**src/rtl/fetch_pkg.sv**
```systemverilog
// Shared fetch/decode definitions: machine width, opcode constants, queue entry type.
// Imported by the fetch stage, its queue, and the fetch/decode interface.
package fetch_pkg;

  localparam int XLEN = 32;

  localparam logic [XLEN-1:0] INSTR_NOP = 32'h0000_0013;

  localparam logic [6:0] OPC_LOAD   = 7'h03;
  localparam logic [6:0] OPC_OP_IMM = 7'h13;
  localparam logic [6:0] OPC_AUIPC  = 7'h17;
  localparam logic [6:0] OPC_STORE  = 7'h23;
  localparam logic [6:0] OPC_OP     = 7'h33;
  localparam logic [6:0] OPC_LUI    = 7'h37;
  localparam logic [6:0] OPC_BRANCH = 7'h63;
  localparam logic [6:0] OPC_JALR   = 7'h67;
  localparam logic [6:0] OPC_JAL    = 7'h6f;

  typedef struct packed {
    logic [XLEN-1:0] pc;
    logic [XLEN-1:0] instr;
  } fetch_entry_t;

  function automatic logic [XLEN-1:0] word_align(input logic [XLEN-1:0] addr);
    return {addr[XLEN-1:2], 2'b00};
  endfunction

endpackage

```
**src/rtl/fetch_stage_if.sv**
```systemverilog
// Fetch stage bus: imem request/response channel, decode handshake and redirect.
// master = fetch stage side, slave = memory/decode/branch-unit side.
interface fetch_stage_if;
  import fetch_pkg::*;

  logic            imem_req_valid;
  logic            imem_req_ready;
  logic [XLEN-1:0] imem_req_addr;
  logic            imem_rsp_valid;
  logic [XLEN-1:0] imem_rsp_data;
  logic            instr_valid;
  logic            instr_ready;
  logic [XLEN-1:0] instr;
  logic [XLEN-1:0] instr_pc;
  logic            redirect_valid;
  logic [XLEN-1:0] redirect_pc;

  modport master (
    output imem_req_valid, imem_req_addr, instr_valid, instr, instr_pc,
    input  imem_req_ready, imem_rsp_valid, imem_rsp_data, instr_ready,
           redirect_valid, redirect_pc
  );

  modport slave (
    input  imem_req_valid, imem_req_addr, instr_valid, instr, instr_pc,
    output imem_req_ready, imem_rsp_valid, imem_rsp_data, instr_ready,
           redirect_valid, redirect_pc
  );

endinterface

```
**src/rtl/fetch_queue.sv**
```systemverilog
// DEPTH-entry FIFO of {pc, instr}; push visible at head the cycle after, no bypass.
// No internal backpressure: the caller's credit scheme keeps pushes within capacity.
module fetch_queue
  import fetch_pkg::*;
#(
  parameter int DEPTH = 4
) (
  input  logic                       clk,
  input  logic                       rst,
  input  logic                       push,
  input  fetch_entry_t               push_entry,
  input  logic                       pop,
  input  logic                       flush,
  output logic [$clog2(DEPTH+1)-1:0] count,
  output fetch_entry_t               head
);

  localparam int AW = $clog2(DEPTH);
  localparam int CW = $clog2(DEPTH+1);

  fetch_entry_t   mem_q [DEPTH];
  fetch_entry_t   mem_d [DEPTH];
  logic [AW-1:0]  wr_ptr_q, wr_ptr_d;
  logic [AW-1:0]  rd_ptr_q, rd_ptr_d;
  logic [CW-1:0]  count_q, count_d;
  logic           pop_ok;

  assign pop_ok = pop && (count_q != '0);

  always_comb begin
    mem_d    = mem_q;
    wr_ptr_d = wr_ptr_q;
    rd_ptr_d = rd_ptr_q;
    count_d  = count_q;
    if (flush) begin
      wr_ptr_d = '0;
      rd_ptr_d = '0;
      count_d  = '0;
    end else begin
      if (push) begin
        mem_d[wr_ptr_q] = push_entry;
        wr_ptr_d        = wr_ptr_q + AW'(1);
      end
      if (pop_ok) begin
        rd_ptr_d = rd_ptr_q + AW'(1);
      end
      count_d = count_q + CW'(push) - CW'(pop_ok);
    end
  end

  always_ff @(posedge clk) begin
    if (rst) begin
      mem_q    <= '{default: '0};
      wr_ptr_q <= '0;
      rd_ptr_q <= '0;
      count_q  <= '0;
    end else begin
      mem_q    <= mem_d;
      wr_ptr_q <= wr_ptr_d;
      rd_ptr_q <= rd_ptr_d;
      count_q  <= count_d;
    end
  end

  assign count = count_q;
  assign head  = mem_q[rd_ptr_q];

endmodule

```
**src/rtl/fetch_stage.sv**
```systemverilog
// Instruction fetch: owns the PC, issues credit-limited imem requests, queues responses for decode.
// Request-to-instr_valid latency is mem latency + 1; redirect flushes the queue and drops in-flight responses.
module fetch_stage
  import fetch_pkg::*;
#(
  parameter logic [31:0] RESET_PC = 32'h0000_0000,
  parameter int          DEPTH    = 4
) (
  input  logic          clk,
  input  logic          rst,
  fetch_stage_if.master bus
);

  localparam int CW = $clog2(DEPTH+1);

  logic [XLEN-1:0] pc_q, pc_d;
  logic [CW-1:0]   out_q, out_d;
  logic [CW-1:0]   drop_q, drop_d;
  logic [CW-1:0]   count;
  logic            credit;
  logic            req_fire;
  logic            rsp_live;
  logic            pop;
  fetch_entry_t    push_entry;
  fetch_entry_t    head;

  // Queue slots plus in-flight requests never exceed DEPTH, so every live response has room.
  assign credit   = ({1'b0, count} + {1'b0, out_q}) < (CW+1)'(DEPTH);
  assign req_fire = bus.imem_req_valid && bus.imem_req_ready;
  assign rsp_live = bus.imem_rsp_valid && (drop_q == '0) && !bus.redirect_valid;
  assign pop      = bus.instr_valid && bus.instr_ready;

  // Once nothing is being dropped, all in-flight requests are sequential from the oldest live one.
  assign push_entry.pc    = pc_q - XLEN'({out_q, 2'b00});
  assign push_entry.instr = bus.imem_rsp_data;

  always_comb begin
    pc_d   = pc_q;
    out_d  = out_q + CW'(req_fire) - CW'(bus.imem_rsp_valid);
    drop_d = drop_q;
    if (bus.redirect_valid) begin
      pc_d   = word_align(bus.redirect_pc);
      // Everything still in flight (already-stale ones included) is now stale.
      drop_d = out_q - CW'(bus.imem_rsp_valid);
    end else begin
      if (req_fire) begin
        pc_d = pc_q + 32'd4;
      end
      if (bus.imem_rsp_valid && (drop_q != '0)) begin
        drop_d = drop_q - CW'(1);
      end
    end
  end

  always_ff @(posedge clk) begin
    if (rst) begin
      pc_q   <= RESET_PC;
      out_q  <= '0;
      drop_q <= '0;
    end else begin
      pc_q   <= pc_d;
      out_q  <= out_d;
      drop_q <= drop_d;
    end
  end

  fetch_queue #(.DEPTH(DEPTH)) u_queue (
    .clk        (clk),
    .rst        (rst),
    .push       (rsp_live),
    .push_entry (push_entry),
    .pop        (pop),
    .flush      (bus.redirect_valid),
    .count      (count),
    .head       (head)
  );

  assign bus.imem_req_valid = !rst && !bus.redirect_valid && credit;
  assign bus.imem_req_addr  = pc_q;
  assign bus.instr_valid    = !rst && (count != '0);
  assign bus.instr          = rst ? '0 : head.instr;
  assign bus.instr_pc       = rst ? '0 : head.pc;

endmodule

```
**src/flat_wrapper.sv**
```systemverilog
// flat-port wrapper written by rule: the top's interface ports become plain ports
module fetch_stage_flat import fetch_pkg::*;
#(
  parameter logic [31:0] RESET_PC = 32'h0000_0000,
  parameter int          DEPTH    = 4
)
  (clk, rst, bus_imem_req_valid, bus_imem_req_addr, bus_instr_valid, bus_instr, bus_instr_pc, bus_imem_req_ready, bus_imem_rsp_valid, bus_imem_rsp_data, bus_instr_ready, bus_redirect_valid, bus_redirect_pc);
  fetch_stage_if bus_i ();
  input  logic clk;
  input  logic rst;
  output wire logic [$bits(bus_i.imem_req_valid)-1:0] bus_imem_req_valid;
  output wire logic [$bits(bus_i.imem_req_addr)-1:0] bus_imem_req_addr;
  output wire logic [$bits(bus_i.instr_valid)-1:0] bus_instr_valid;
  output wire logic [$bits(bus_i.instr)-1:0] bus_instr;
  output wire logic [$bits(bus_i.instr_pc)-1:0] bus_instr_pc;
  input wire logic [$bits(bus_i.imem_req_ready)-1:0] bus_imem_req_ready;
  input wire logic [$bits(bus_i.imem_rsp_valid)-1:0] bus_imem_rsp_valid;
  input wire logic [$bits(bus_i.imem_rsp_data)-1:0] bus_imem_rsp_data;
  input wire logic [$bits(bus_i.instr_ready)-1:0] bus_instr_ready;
  input wire logic [$bits(bus_i.redirect_valid)-1:0] bus_redirect_valid;
  input wire logic [$bits(bus_i.redirect_pc)-1:0] bus_redirect_pc;
  assign bus_imem_req_valid = bus_i.imem_req_valid;
  assign bus_imem_req_addr = bus_i.imem_req_addr;
  assign bus_instr_valid = bus_i.instr_valid;
  assign bus_instr = bus_i.instr;
  assign bus_instr_pc = bus_i.instr_pc;
  assign bus_i.imem_req_ready = bus_imem_req_ready;
  assign bus_i.imem_rsp_valid = bus_imem_rsp_valid;
  assign bus_i.imem_rsp_data = bus_imem_rsp_data;
  assign bus_i.instr_ready = bus_instr_ready;
  assign bus_i.redirect_valid = bus_redirect_valid;
  assign bus_i.redirect_pc = bus_redirect_pc;
  fetch_stage #(.RESET_PC(RESET_PC), .DEPTH(DEPTH)) u_core (.clk(clk), .rst(rst), .bus(bus_i));
endmodule
```
**config.mk**
```make
export PLATFORM = sky130hd
export DESIGN_NAME = fetch_stage_flat
export DESIGN_NICKNAME = d
export VERILOG_FILES = /design/src/rtl/fetch_pkg.sv /design/src/rtl/fetch_stage_if.sv /design/src/rtl/fetch_queue.sv /design/src/rtl/fetch_stage.sv /design/src/flat_wrapper.sv
export SDC_FILE = /design/constraint.sdc
export NUM_CORES = 1
export LEC_CHECK = 0
export CAP_MARGIN = 20
export CORE_MARGIN = 3
export CORE_UTILIZATION = 51
export DETAILED_ROUTE_END_ITERATION = 8
export PLACE_DENSITY = 0.77
export SYNTH_ARGS = -nofsm -noshare
export SYNTH_HDL_FRONTEND = slang
export SYNTH_HIERARCHICAL = 1
export SYNTH_SLANG_ARGS = --single-unit
```
**constraint.sdc**
```tcl
create_clock -name clk -period 2.87 [get_ports clk]
set_clock_uncertainty 0.2 [all_clocks]
set_input_delay 0.574 -clock clk [delete_from_list [all_inputs] [get_ports clk]]
set_output_delay 0.574 -clock clk [all_outputs]
set_load 0.01 [all_outputs]
```
==> results of run 1 <==
placed cells by master, fill, tap and decap left out, types with 5 or more instances in the layout:
cell and n:
a21oi_2 35, xnor2_2 5, or4_1 5, nor2_1 38, o21ai_0 14, clkbuf_1 6, buf_2 25, nor4_1 5
clkbuf_8 6, a31oi_1 13, buf_6 8, clkdlybuf4s50_1 96, conb_1 10, nand3b_1 10, dfxtp_1 295, nand2_1 543
buf_4 79, mux4_2 64, inv_1 27, xnor2_1 30, clkbuf_2 19, xor2_1 7, ha_1 18, nand3_1 18
nor2b_1 60, or3_1 6, nand4_1 13, buf_16 7, and2_1 6, nor2b_4 5, nor3_1 10, clkdlybuf4s15_1 16
buf_12 21, a21oi_1 248, clkbuf_16 40
worst reg2reg max path, cell delays in order, from the launching register on:
cell	delay, ns
dfxtp_1	0.32
inv_1	0.06
ha_1	0.16
inv_1	0.05
fa_1	0.41
a21oi_2	0.21
and4b_2	0.31
and2_2	0.23
nand3b_1	0.13
xnor2_2	0.24
buf_4	0.16
nand2_1	0.05
a21oi_1	0.15
worst min path at each step:
| stage | endpoint | slack, ns | cells past startpoint | startpoint |
|---|---|---|---|---|
| floorplan | u_core/u_queue/mem_q[127] | 0.23 | 2 | u_core/u_queue/mem_q[127] |
| global placement | u_core/u_queue/mem_q[53] | 0.24 | 2 | u_core/u_queue/mem_q[53] |
| detailed placement | u_core/u_queue/mem_q[143] | 0.24 | 2 | u_core/u_queue/mem_q[143] |
| CTS | u_core/u_queue/mem_q[143] | 0.25 | 2 | u_core/u_queue/mem_q[143] |
| global route | u_core/u_queue/mem_q[221] | 0.27 | 2 | u_core/u_queue/mem_q[221] |
| finish | u_core/u_queue/mem_q[160] | 0.25 | 2 | u_core/u_queue/mem_q[160] |
repair_timing:
action,4_1_cts,5_1_grt
pin swaps,0,2
gates cloned,8,3
buffers inserted,20,9
hold buffers,0,0
gates resized for setup,197,59
setup endpoints to repair,69,94
through the flow:
stage	std cells	area [um2]	TNS [ns]
3_3_place_gp	2186	16600	-0.754
3_5_place_dp	2186	16600	-0.988
6_report	2279	18100	0
4_1_cts	2271	18100	-0.508
2_1_floorplan	1705	14600	0
5_1_grt	2279	18100	-0.0545
power breakdown:
group          switching (mW)  internal, mW
sequential             0.0746          4.23
clock                    1.68          2.67
combinational           0.756         0.576
kinds of logic after synthesis:
logic type	after synthesis
xor gates and xnor gates	42
DFF	299
and+or+nand+nor	756
muxes	68
buffers and inverters	172
adders and majority gates	21
other	1
AOI/OAI and AO/OA	337
state kept, by name, indices dropped and copies added (netlist names):
register and flops:
u_core/u_queue/count 3, u_core/bus.imem_req_addr 30, u_core/u_queue/wr_ptr_q 2, u_core/out_q 3, u_core/u_queue/rd_ptr_q 2, u_core/u_queue/mem_q 256
u_core/drop_q 3
metal layers:
layer  vias up  global-route usage, %  part of all wire [%]
li1       6069                      -                     -
met1      6101                   32.9                    41
met2       559                   44.6                    49
met3       108                   4.26                   7.2
met4         2                   10.2                   3.1
met5         -                      0                 0.017
layout make-up:
type | instances | area, um2
fillers | 2275 | 9850
multi-input cells | 1234 | 7580
flip-flops and latches | 299 | 6000
repair buffers | 280 | 2790
clock buffers | 49 | 1030
well taps | 378 | 473
inverters | 30 | 118
clock inverters | 8 | 95.1
diodes | 1 | 2.50
==> results_dict.tcl, run 1 <==
set metrics [dict create \
    yosys.area_share.simple_pct 23.4 \
    critical_path_buf_inv_count 3 \
    leakage_nw 6.34 \
    synthAdderAreaFrac_pct 1.96 \
    synth.avg_cell_area_um2 8.56 \
    dr.pass1.iters 5 \
    slew_headroom_pct 58.6 \
    grt_pass1_vias 12900 \
    synth_top_family_by_area "simple AND/OR/NAND/NOR gates" \
    grt.total_usage_pct 26.0 \
    synth_top_area_share_pct 41.2 \
    rsz0062_at_grt "yes" \
    grt_pass1_wl_um 65400 \
    port_buffers 163 \
    synth_xor_xnor_area_share_pct 2.53 \
    core-area_um2 27900 \
    drv_slew 0 \
    arrival_ns 2.07 \
    finalPower_mw 9.98 \
    syn_area_um2 14500 \
    status "completed" \
    row_count 61 \
    drive_gt1_share_pct 18.8 \
    antenna_found_initial 2 \
    num_vias 12800 \
    cp.required_ns 2.10 \
    clk_pin_slew_ns 0.06 \
    dpl.hpwl_um 24800 \
    grt_max_degree 52 \
    rr_worst_depth 12 \
    detail_route.wl_per_cell_um 18.0 \
    path_delay_family "buffers and inverters" \
    synth_enable_flop_cells 0 \
    cts_buffer_depth 3 \
    ys_top_cells_by_count "543 x nand2_1, 299 x dfxtp_1, 249 x a21oi_1" \
    die_y_um 175 \
    drt-vias-per-instance 5.63 \
    ys_ff_latch 299 \
    drv_cap 0 \
    drc 0 \
    dp_slack_ns -0.395 \
    crit_type "reg2out" \
    final_hold_viol_count 0 \
    fin_ws_ns 0.0245 \
    yosysMostFrequentCell "nand2_1" \
    r2r-start "u_core/bus.imem_req_addr[2]" \
    die_w_um 175 \
    cp_max_fo 6 \
    grt-ovfl-total 0 \
    drtIter0Drc 976 \
    vdd_drop_max_mv 0.333 \
    netlist-cell-type-count 67 \
    hp-class "reg2reg" \
    clock_latency_ns 0.51 \
    crit_path_end "bus_instr_pc[21]" \
    synthTopCellsByArea "dfxtp_1 41%, nand2_1 14%, mux4_2 9.9%, a21oi_1 8.6%, nor2b_1 2.9%" \
    r2r_end "u_core/u_queue/mem_q[190]" \
    synth_mux_area_share_pct 10.2 \
    final_core_util_pct 64.7 \
    post-route-period-util_pct 99.1 \
    gp_congestion 0.861 \
    crit_path_end_kind "output pin" \
    clock-sinks 299 \
    h-tree-depth 2 \
    synth_cells 1696 \
    numCtsBuffers 34 \
    synth_compound_area_share_pct 13.2 \
    synth.largest_area_cell "dfxtp_1" \
    start_util_pct 52.0 \
    whs_ns 0.253 \
    synth-warning-count 6 \
    worst-path-stages 5 \
    maxClockFrequency_ghz 0.351 \
    crit_path_start "u_core/u_queue/rd_ptr_q[1]" \
    cp_slowest_stage_delay_ns 0.48 \
    antenna_left 0 \
    tightest_slew_ns 0.615 \
    area_growth_pct 24.5 \
    rrSetupSlack_ns 0.13 \
    postRouteWirelength_um 41100 \
    synth-async-reset-ratio_pct 0 \
    crit_slowest_cell "mux4_2" \
    post-route-min-period_ns 2.85 \
    io_pins 168 \
    root_buffer "clkbuf_16" \
    die-area_um2 30500 \
    cts_tree "done" \
    p_per_area_nw_per_um2 552 \
    cp-start-kind "flip-flop" \
    seq_area_frac_synth_pct 41.2 \
    path_cells "buf_8 > buf_16 > mux4_2 > nor2b_1 > buf_4" \
    nets 1970 \
    yosys_most_used_dff "dfxtp_1" \
    final-setup-viol-count 0 \
]
Power figures use the tool's default switching activity.
==> inputs of run 2 (changes only) <==
CAP_MARGIN = 30   (was 20)
==> results of run 2 <==
No change in the layout: final DEF, timing and power equal those of run 1.
